### config.mk
export PLATFORM = sky130hd
export DESIGN_NAME = axi_read_arbiter
export DESIGN_NICKNAME = d
export VERILOG_FILES = /design/src/rtl/axi_read_arbiter.sv
export SDC_FILE = /design/constraint.sdc
export NUM_CORES = 1
export LEC_CHECK = 0
export BUFFER_PORTS_ARGS = -buffer_cell sky130_fd_sc_hd__buf_2
export CAP_MARGIN = 5
export CORE_AREA = 10 10 101 103
export DETAILED_ROUTE_END_ITERATION = 16
export DIE_AREA = 0 0 111 113
export HOLD_SLACK_MARGIN = 0.06
export SLEW_MARGIN = 20
export SYNTH_ARGS = -nofsm -noshare
export SYNTH_HDL_FRONTEND = slang
export SYNTH_SLANG_ARGS = --single-unit
### constraint.sdc
create_clock -name clk -period 3 [get_ports clk]
set_clock_uncertainty 0.1 [all_clocks]
set_input_delay 0.9 -clock clk [delete_from_list [all_inputs] [get_ports clk]]
set_output_delay 0.9 -clock clk [all_outputs]
set_load 0.02 [all_outputs]
### src/rtl/axi_read_arbiter.sv
// rtl/axi_read_arbiter.sv - two-master AXI4 read channel arbiter, one outstanding burst
module axi_read_arbiter #(
  parameter int ID_WIDTH   = 4,
  parameter int ADDR_WIDTH = 32,
  parameter int DATA_WIDTH = 32,
  parameter bit RR_EN      = 1'b1
) (
  input  logic                  clk,
  input  logic                  rst,
  // master 0: instruction cache refill
  input  logic [ID_WIDTH-1:0]   m0_arid,
  input  logic [ADDR_WIDTH-1:0] m0_araddr,
  input  logic [7:0]            m0_arlen,
  input  logic [2:0]            m0_arsize,
  input  logic [1:0]            m0_arburst,
  input  logic                  m0_arvalid,
  output logic                  m0_arready,
  output logic [ID_WIDTH-1:0]   m0_rid,
  output logic [DATA_WIDTH-1:0] m0_rdata,
  output logic [1:0]            m0_rresp,
  output logic                  m0_rlast,
  output logic                  m0_rvalid,
  input  logic                  m0_rready,
  // master 1: data cache / uncached loads
  input  logic [ID_WIDTH-1:0]   m1_arid,
  input  logic [ADDR_WIDTH-1:0] m1_araddr,
  input  logic [7:0]            m1_arlen,
  input  logic [2:0]            m1_arsize,
  input  logic [1:0]            m1_arburst,
  input  logic                  m1_arvalid,
  output logic                  m1_arready,
  output logic [ID_WIDTH-1:0]   m1_rid,
  output logic [DATA_WIDTH-1:0] m1_rdata,
  output logic [1:0]            m1_rresp,
  output logic                  m1_rlast,
  output logic                  m1_rvalid,
  input  logic                  m1_rready,
  // shared downstream read channel
  output logic [ID_WIDTH-1:0]   s_arid,
  output logic [ADDR_WIDTH-1:0] s_araddr,
  output logic [7:0]            s_arlen,
  output logic [2:0]            s_arsize,
  output logic [1:0]            s_arburst,
  output logic                  s_arvalid,
  input  logic                  s_arready,
  input  logic [ID_WIDTH-1:0]   s_rid,
  input  logic [DATA_WIDTH-1:0] s_rdata,
  input  logic [1:0]            s_rresp,
  input  logic                  s_rlast,
  input  logic                  s_rvalid,
  output logic                  s_rready,
  output logic                  busy,
  output logic                  grant
);

  typedef enum logic [1:0] {IDLE, ADDR, DATA} state_t;

  state_t state, state_nxt;
  logic   last;
  logic   winner;
  logic   win_en;
  logic   burst_done;

  // Pick the next owner: a lone requester wins; a tie goes to the master not
  // served last (round-robin) or always to master 0 (fixed priority).
  always_comb begin
    if (m0_arvalid && m1_arvalid) begin
      winner = (RR_EN != 1'b0) ? ~last : 1'b0;
    end else begin
      winner = m1_arvalid;
    end
  end

  // State, owner and last-served registers; reset abandons any burst in flight.
  always_ff @(posedge clk) begin
    if (!rst) begin
      state <= IDLE;
      grant <= 1'b0;
      last  <= 1'b1;
    end else begin
      state <= state_nxt;
      if (win_en) begin
        grant <= winner;
      end
      if (burst_done) begin
        last <= grant;
      end
    end
  end

  // Next state and the combinational AR/R steering toward the current owner.
  always_comb begin
    state_nxt  = state;
    win_en     = 1'b0;
    burst_done = 1'b0;
    busy       = (state != IDLE);
    s_arid     = '0;
    s_araddr   = '0;
    s_arlen    = '0;
    s_arsize   = '0;
    s_arburst  = '0;
    s_arvalid  = 1'b0;
    s_rready   = 1'b0;
    m0_arready = 1'b0;
    m1_arready = 1'b0;
    m0_rid     = '0;
    m0_rdata   = '0;
    m0_rresp   = '0;
    m0_rlast   = 1'b0;
    m0_rvalid  = 1'b0;
    m1_rid     = '0;
    m1_rdata   = '0;
    m1_rresp   = '0;
    m1_rlast   = 1'b0;
    m1_rvalid  = 1'b0;
    case (state)
      IDLE: begin
        if (m0_arvalid || m1_arvalid) begin
          win_en    = 1'b1;
          state_nxt = ADDR;
        end
      end
      ADDR: begin
        if (grant) begin
          s_arid     = m1_arid;
          s_araddr   = m1_araddr;
          s_arlen    = m1_arlen;
          s_arsize   = m1_arsize;
          s_arburst  = m1_arburst;
          s_arvalid  = m1_arvalid;
          m1_arready = s_arready;
        end else begin
          s_arid     = m0_arid;
          s_araddr   = m0_araddr;
          s_arlen    = m0_arlen;
          s_arsize   = m0_arsize;
          s_arburst  = m0_arburst;
          s_arvalid  = m0_arvalid;
          m0_arready = s_arready;
        end
        // A master that withdraws arvalid simply keeps us waiting here.
        if ((grant ? m1_arvalid : m0_arvalid) && s_arready) begin
          state_nxt = DATA;
        end
      end
      DATA: begin
        if (grant) begin
          m1_rid    = s_rid;
          m1_rdata  = s_rdata;
          m1_rresp  = s_rresp;
          m1_rlast  = s_rlast;
          m1_rvalid = s_rvalid;
          s_rready  = m1_rready;
        end else begin
          m0_rid    = s_rid;
          m0_rdata  = s_rdata;
          m0_rresp  = s_rresp;
          m0_rlast  = s_rlast;
          m0_rvalid = s_rvalid;
          s_rready  = m0_rready;
        end
        if (s_rvalid && s_rlast && (grant ? m1_rready : m0_rready)) begin
          burst_done = 1'b1;
          state_nxt  = IDLE;
        end
      end
      default: begin
        state_nxt = IDLE;
      end
    endcase
  end

endmodule

# --- Word level (Yosys, flattened, before mapping) ---
# Index checks and enable logic that the tools add are counted.
classes:
  n_reduce_logical: 8
  bitwise_logic: 1
  n_mux: 47
  eq_ne: 5
ops:
  columns: ["operator", "n"]
  rows:
  - ["$mux 32", 6]
  - ["$mux 4", 6]
  - ["$mux 1", 21]
  - ["$mux 2", 9]
  - ["$mux 8", 2]
  - ["$mux 3", 2]
  - ["$ne 2x2->1 const B", 3]
  - ["$pmux 2 s3", 1]
  - ["$logic_and 1x1->1", 4]
  - ["$reduce_and 3->1", 1]
  - ["$eq 2x1->1 const B", 1]
  - ["$eq 2x2->1 const B", 1]
  - ["$logic_not 2->1", 1]
  - ["$reduce_bool 2->1", 1]
  - ["$logic_or 1x1->1", 1]
  - ["$not 1->1", 1]
word_totals:
  in_bits: 145
  wordCells: 64
  output_inout_bits: 135
  ff_bits: 4

# --- Depth between registers and ports, before layout ---
depth:
  word_depth: 4
  depth_mapped: 5
  depth_no_buf: 3

# --- Worst setup path after synthesis ---
# OpenSTA, ideal clock, no wires.
synth_timing:
  path_type: "input -> output"
  from: "input m1_rready"
  to: "output s_rready"
  t_arrival_ns: 1.289
  path_slack_ns: 0.711
  required_ns: 2.000
  path_stages: 2
  path_cell_list: "mux2i_1 -> nor2_1"
synth_between:
  elab_chain_cells: 2
synth_rtl:
  columns: ["element", "line_no", "rtl"]
  rows:
  - ["start, declared", "37", "input logic m1_rready,"]
  - ["$mux 1", "147", "if (grant) begin"]
  - ["$mux 1", "116", "case (state)"]
  - ["end, declared", "51", "output logic s_rready,"]
# No other way between the ends.

# --- Final worst setup path ---
layout_timing:
  from: "register state[0]"
  to: "output m0_rdata[22]"
layout_between:
  elab_chain_cells: 2
layout_rtl:
  columns: ["element", "line_no", "rtl"]
  rows:
  - ["start, declared", "58", "state_t state, state_nxt;"]
  - ["start signal, assigned", "81", "state <= state_nxt;"]
  - ["$eq 2x2->1", "116", null]
  - ["$mux 32", "116", null]
  - ["end, declared", "19", "output logic [DATA_WIDTH-1:0] m0_rdata,"]
# No other way between the ends.

==> reports/summary.log <==
INFO  status         status=finished clean
INFO  die            die_height=113um
INFO  cts            cts_root_buf=clkbuf_8
INFO  synthesis      syn-instance-count=230
INFO  placed_design  port-buffer-count=279
INFO  setup_path     timing.critical_path.to_type=output port
INFO  die            start_util=18.84%
INFO  timing         min_period_over_period=87.10%
INFO  timing         timing.final.hold_violations=0
INFO  final_layout   layout.nets=644
INFO  die            rows=33
INFO  die            die_area=12540um2
INFO  cts            clk_path_buf_depth=2
INFO  placed_design  post-dp-hpwl=8.166mm
INFO  final_layout   flow.area_growth_from_synthesis=98.45%
INFO  grt            global_route.usage.total=12.83%
INFO  power          irDropWorstVdd=0.09340mV
INFO  synthesis      synth.ff_latch_count=4
INFO  timing         rsz_0062_raised_after_global_routing=no
INFO  cts            cts_hold_repair.buffers=0
INFO  placed_design  gp_routability_congestion=0.8189
INFO  timing         hold_ws=0.4121ns
INFO  power          post-layout-total-power=0.0005979W
INFO  power          p_int=0.0003232W
INFO  cts            cts_setup_buffers=0
INFO  routing        antenna_violating_nets_post_route=0
INFO  synthesis      synth_warnings=0
INFO  synthesis      synth_area=1533um2
INFO  power          leakage=1.903nW
INFO  worst_hold_path holdCritPathClass=flip-flop to flip-flop
INFO  power          power.share.sequential=10.1%
INFO  timing         timing.final.max_slew_violations=0
INFO  job            max_cap_viol=0
INFO  final_layout   layout-drive-gt1-share=58.35%
INFO  final_layout   final_cell_mix=buf_2 (279), and2_1 (80), nor2_1 (54)
INFO  grt            grt_start_max_net_pins=51
INFO  setup_path     critPathMaxFanout=40
INFO  cts            clk-insertion-delay-late=0.22ns
INFO  routing        wire_per_inst=15.23um
INFO  final_layout   final_core_utilization=37.39%
INFO  cts            cts-resized-gates=0
INFO  final_layout   antenna-diode-count=0
INFO  timing         slew_headroom=67.33%
INFO  grt            number_of_global_route_vias_before_repair=2621
INFO  grt            wire_length_of_the_first_global_routing_pass=13.73mm
INFO  power          power.switching=0.0002747W
INFO  cts            cts_clk_pin_slew_worst_paths=0.03ns
INFO  grt            antenna_found_initial=0
INFO  synthesis      synth.distinct_cells=23
INFO  synthesis      ys_seq_area_share=5.224%
INFO  final_layout   layout.cells.most_common=buf_2
INFO  setup_path     arrival_time_at_the_worst_endpoint=1.61ns
INFO  timing         timing_worst_slew_pin_value=0.4900ns
INFO  routing        num_vias=2462
INFO  cts            htree_num_levels=1
INFO  cts            cts-buffers-inserted=3
INFO  power          sw_ratio=45.94%
INFO  timing         clock.fmax=382.7MHz
INFO  die            core=8134um2
INFO  setup_path     worstSetupStartpointType=flip-flop
INFO  setup_path     critPathKind=flip-flop to output port
INFO  routing        route.detailed.drc=0
INFO  power          power.density_cell_area=196.6nW/um2
INFO  power          power.clock.fraction=19.3%
INFO  routing        drt_first_iter_violations=117
INFO  die            ios=280
INFO  synthesis      synth.avg_cell_area=6.664um2
INFO  die            die-width=111um
INFO  setup_path     critical_path_required=2.00ns
INFO  routing        route.detailed.vias_per_inst=4.090
INFO  timing         timing.final.crit_period=2.613ns
INFO  grt            overflow=0
INFO  timing         setup-tns-final=0ns
INFO  routing        detail_route.first_pass.iterations=4
INFO  cts            cts_tree=built
INFO  timing         report.final.setup_viol=0
INFO  routing        postRouteWirelength=9.170mm
INFO  power          comb_power_share=70.6%
INFO  synthesis      synthesis.nets=375
INFO  cts            clock_sink_count=4
cell families (layout without fill, tap and decap cells):
| kind of cell | Yosys count | after routing | share of synthesized area (%) |
|---|---|---|---|
| multiplexers | 51 | 51 | 33.31 |
| buffers and inverters | 22 | 289 | 7.102 |
| AO/OA/AOI/OAI | 6 | 6 | 2.776 |
| AND/OR/NAND/NOR | 147 | 147 | 51.59 |
| flip-flops | 4 | 4 | 5.225 |
per-layer routing:
metal  share of wire, %  global-route usage, %
met1                 38                  13.94
met2                 55                  24.61
met3                6.7                  3.381
met4               0.83                  1.997
met5                  0                      0
worst max-delay path: stages, from the launching register on:
cell      delay (ns)
dfxtp_1         0.34
nand2b_1        0.23
nor2_1          0.12
buf_4           0.30
and2_1          0.21
buf_2           0.18
final cells by class:
type | instances | area, um2
sequential | 4 | 81.33
multi-input combinational | 204 | 1346
inverter | 2 | 7.507
clock buffer | 3 | 41.29
timing repair buffer | 284 | 1434
tap | 105 | 131.4
fill | 885 | 5092
power by group through the flow:
stage | Sequential (W) | Clock [W] | Combinational (W)
4_1_cts | 0.0000605 | 0.000117 | 0.000428
2_1_floorplan | 0.0000608 | 0 | 0.000237
3_3_place_gp | 0.0000614 | 0 | 0.000420
5_1_grt | 0.0000613 | 0.000121 | 0.000462
6_report | 0.0000604 | 0.000115 | 0.000422
3_5_place_dp | 0.0000613 | 0 | 0.000427
synth_stat cells:
master	instances	area, um2
o21bai_1	1	7.510
and3_1	3	18.77
o31ai_1	1	7.510
inv_1	2	7.510
nor2b_1	1	6.260
buf_2	18	90.09
nor2_1	54	202.7
mux2i_1	51	510.5
buf_4	1	7.510
nand2b_1	2	12.51
nor3_1	1	5.000
and3b_1	1	8.760
nand3b_1	1	7.510
a21boi_1	1	7.510
a21oi_1	1	5.000
and2_1	80	500.5
clkbuf_1	1	3.750
nor4b_2	1	15.01
o211ai_1	1	7.510
dfxtp_1	4	80.08
nand2_1	2	7.510
or3_1	1	6.260
o21a_1	1	7.510
stage by stage:
step	worst slack, ns	cell area [um2]	instances
floorplan	0.7111	1533	230
global placement	0.5316	3000	599
detailed placement	0.5042	3000	599
CTS	0.3819	3042	602
global route	0.2431	3042	602
finish	0.3869	3042	602
sequential cells by signal, summed over array words and instances, names as in the netlist:
register,flops
state,2
grant,1
last,1
path summary, 6_finish.rpt:
| kind | cells after the start | slack (ns) | end | startpoint |
|---|---|---|---|---|
| min | 2 | 0.41 | last | last |
| min reg2reg | 2 | 0.41 | last | last |
| max reg2reg | 4 | 1.36 | state[0] | grant |
| max | 5 | 0.39 | m0_rdata[22] | state[0] |
Note: power is estimated with default switching activity, not from simulation.
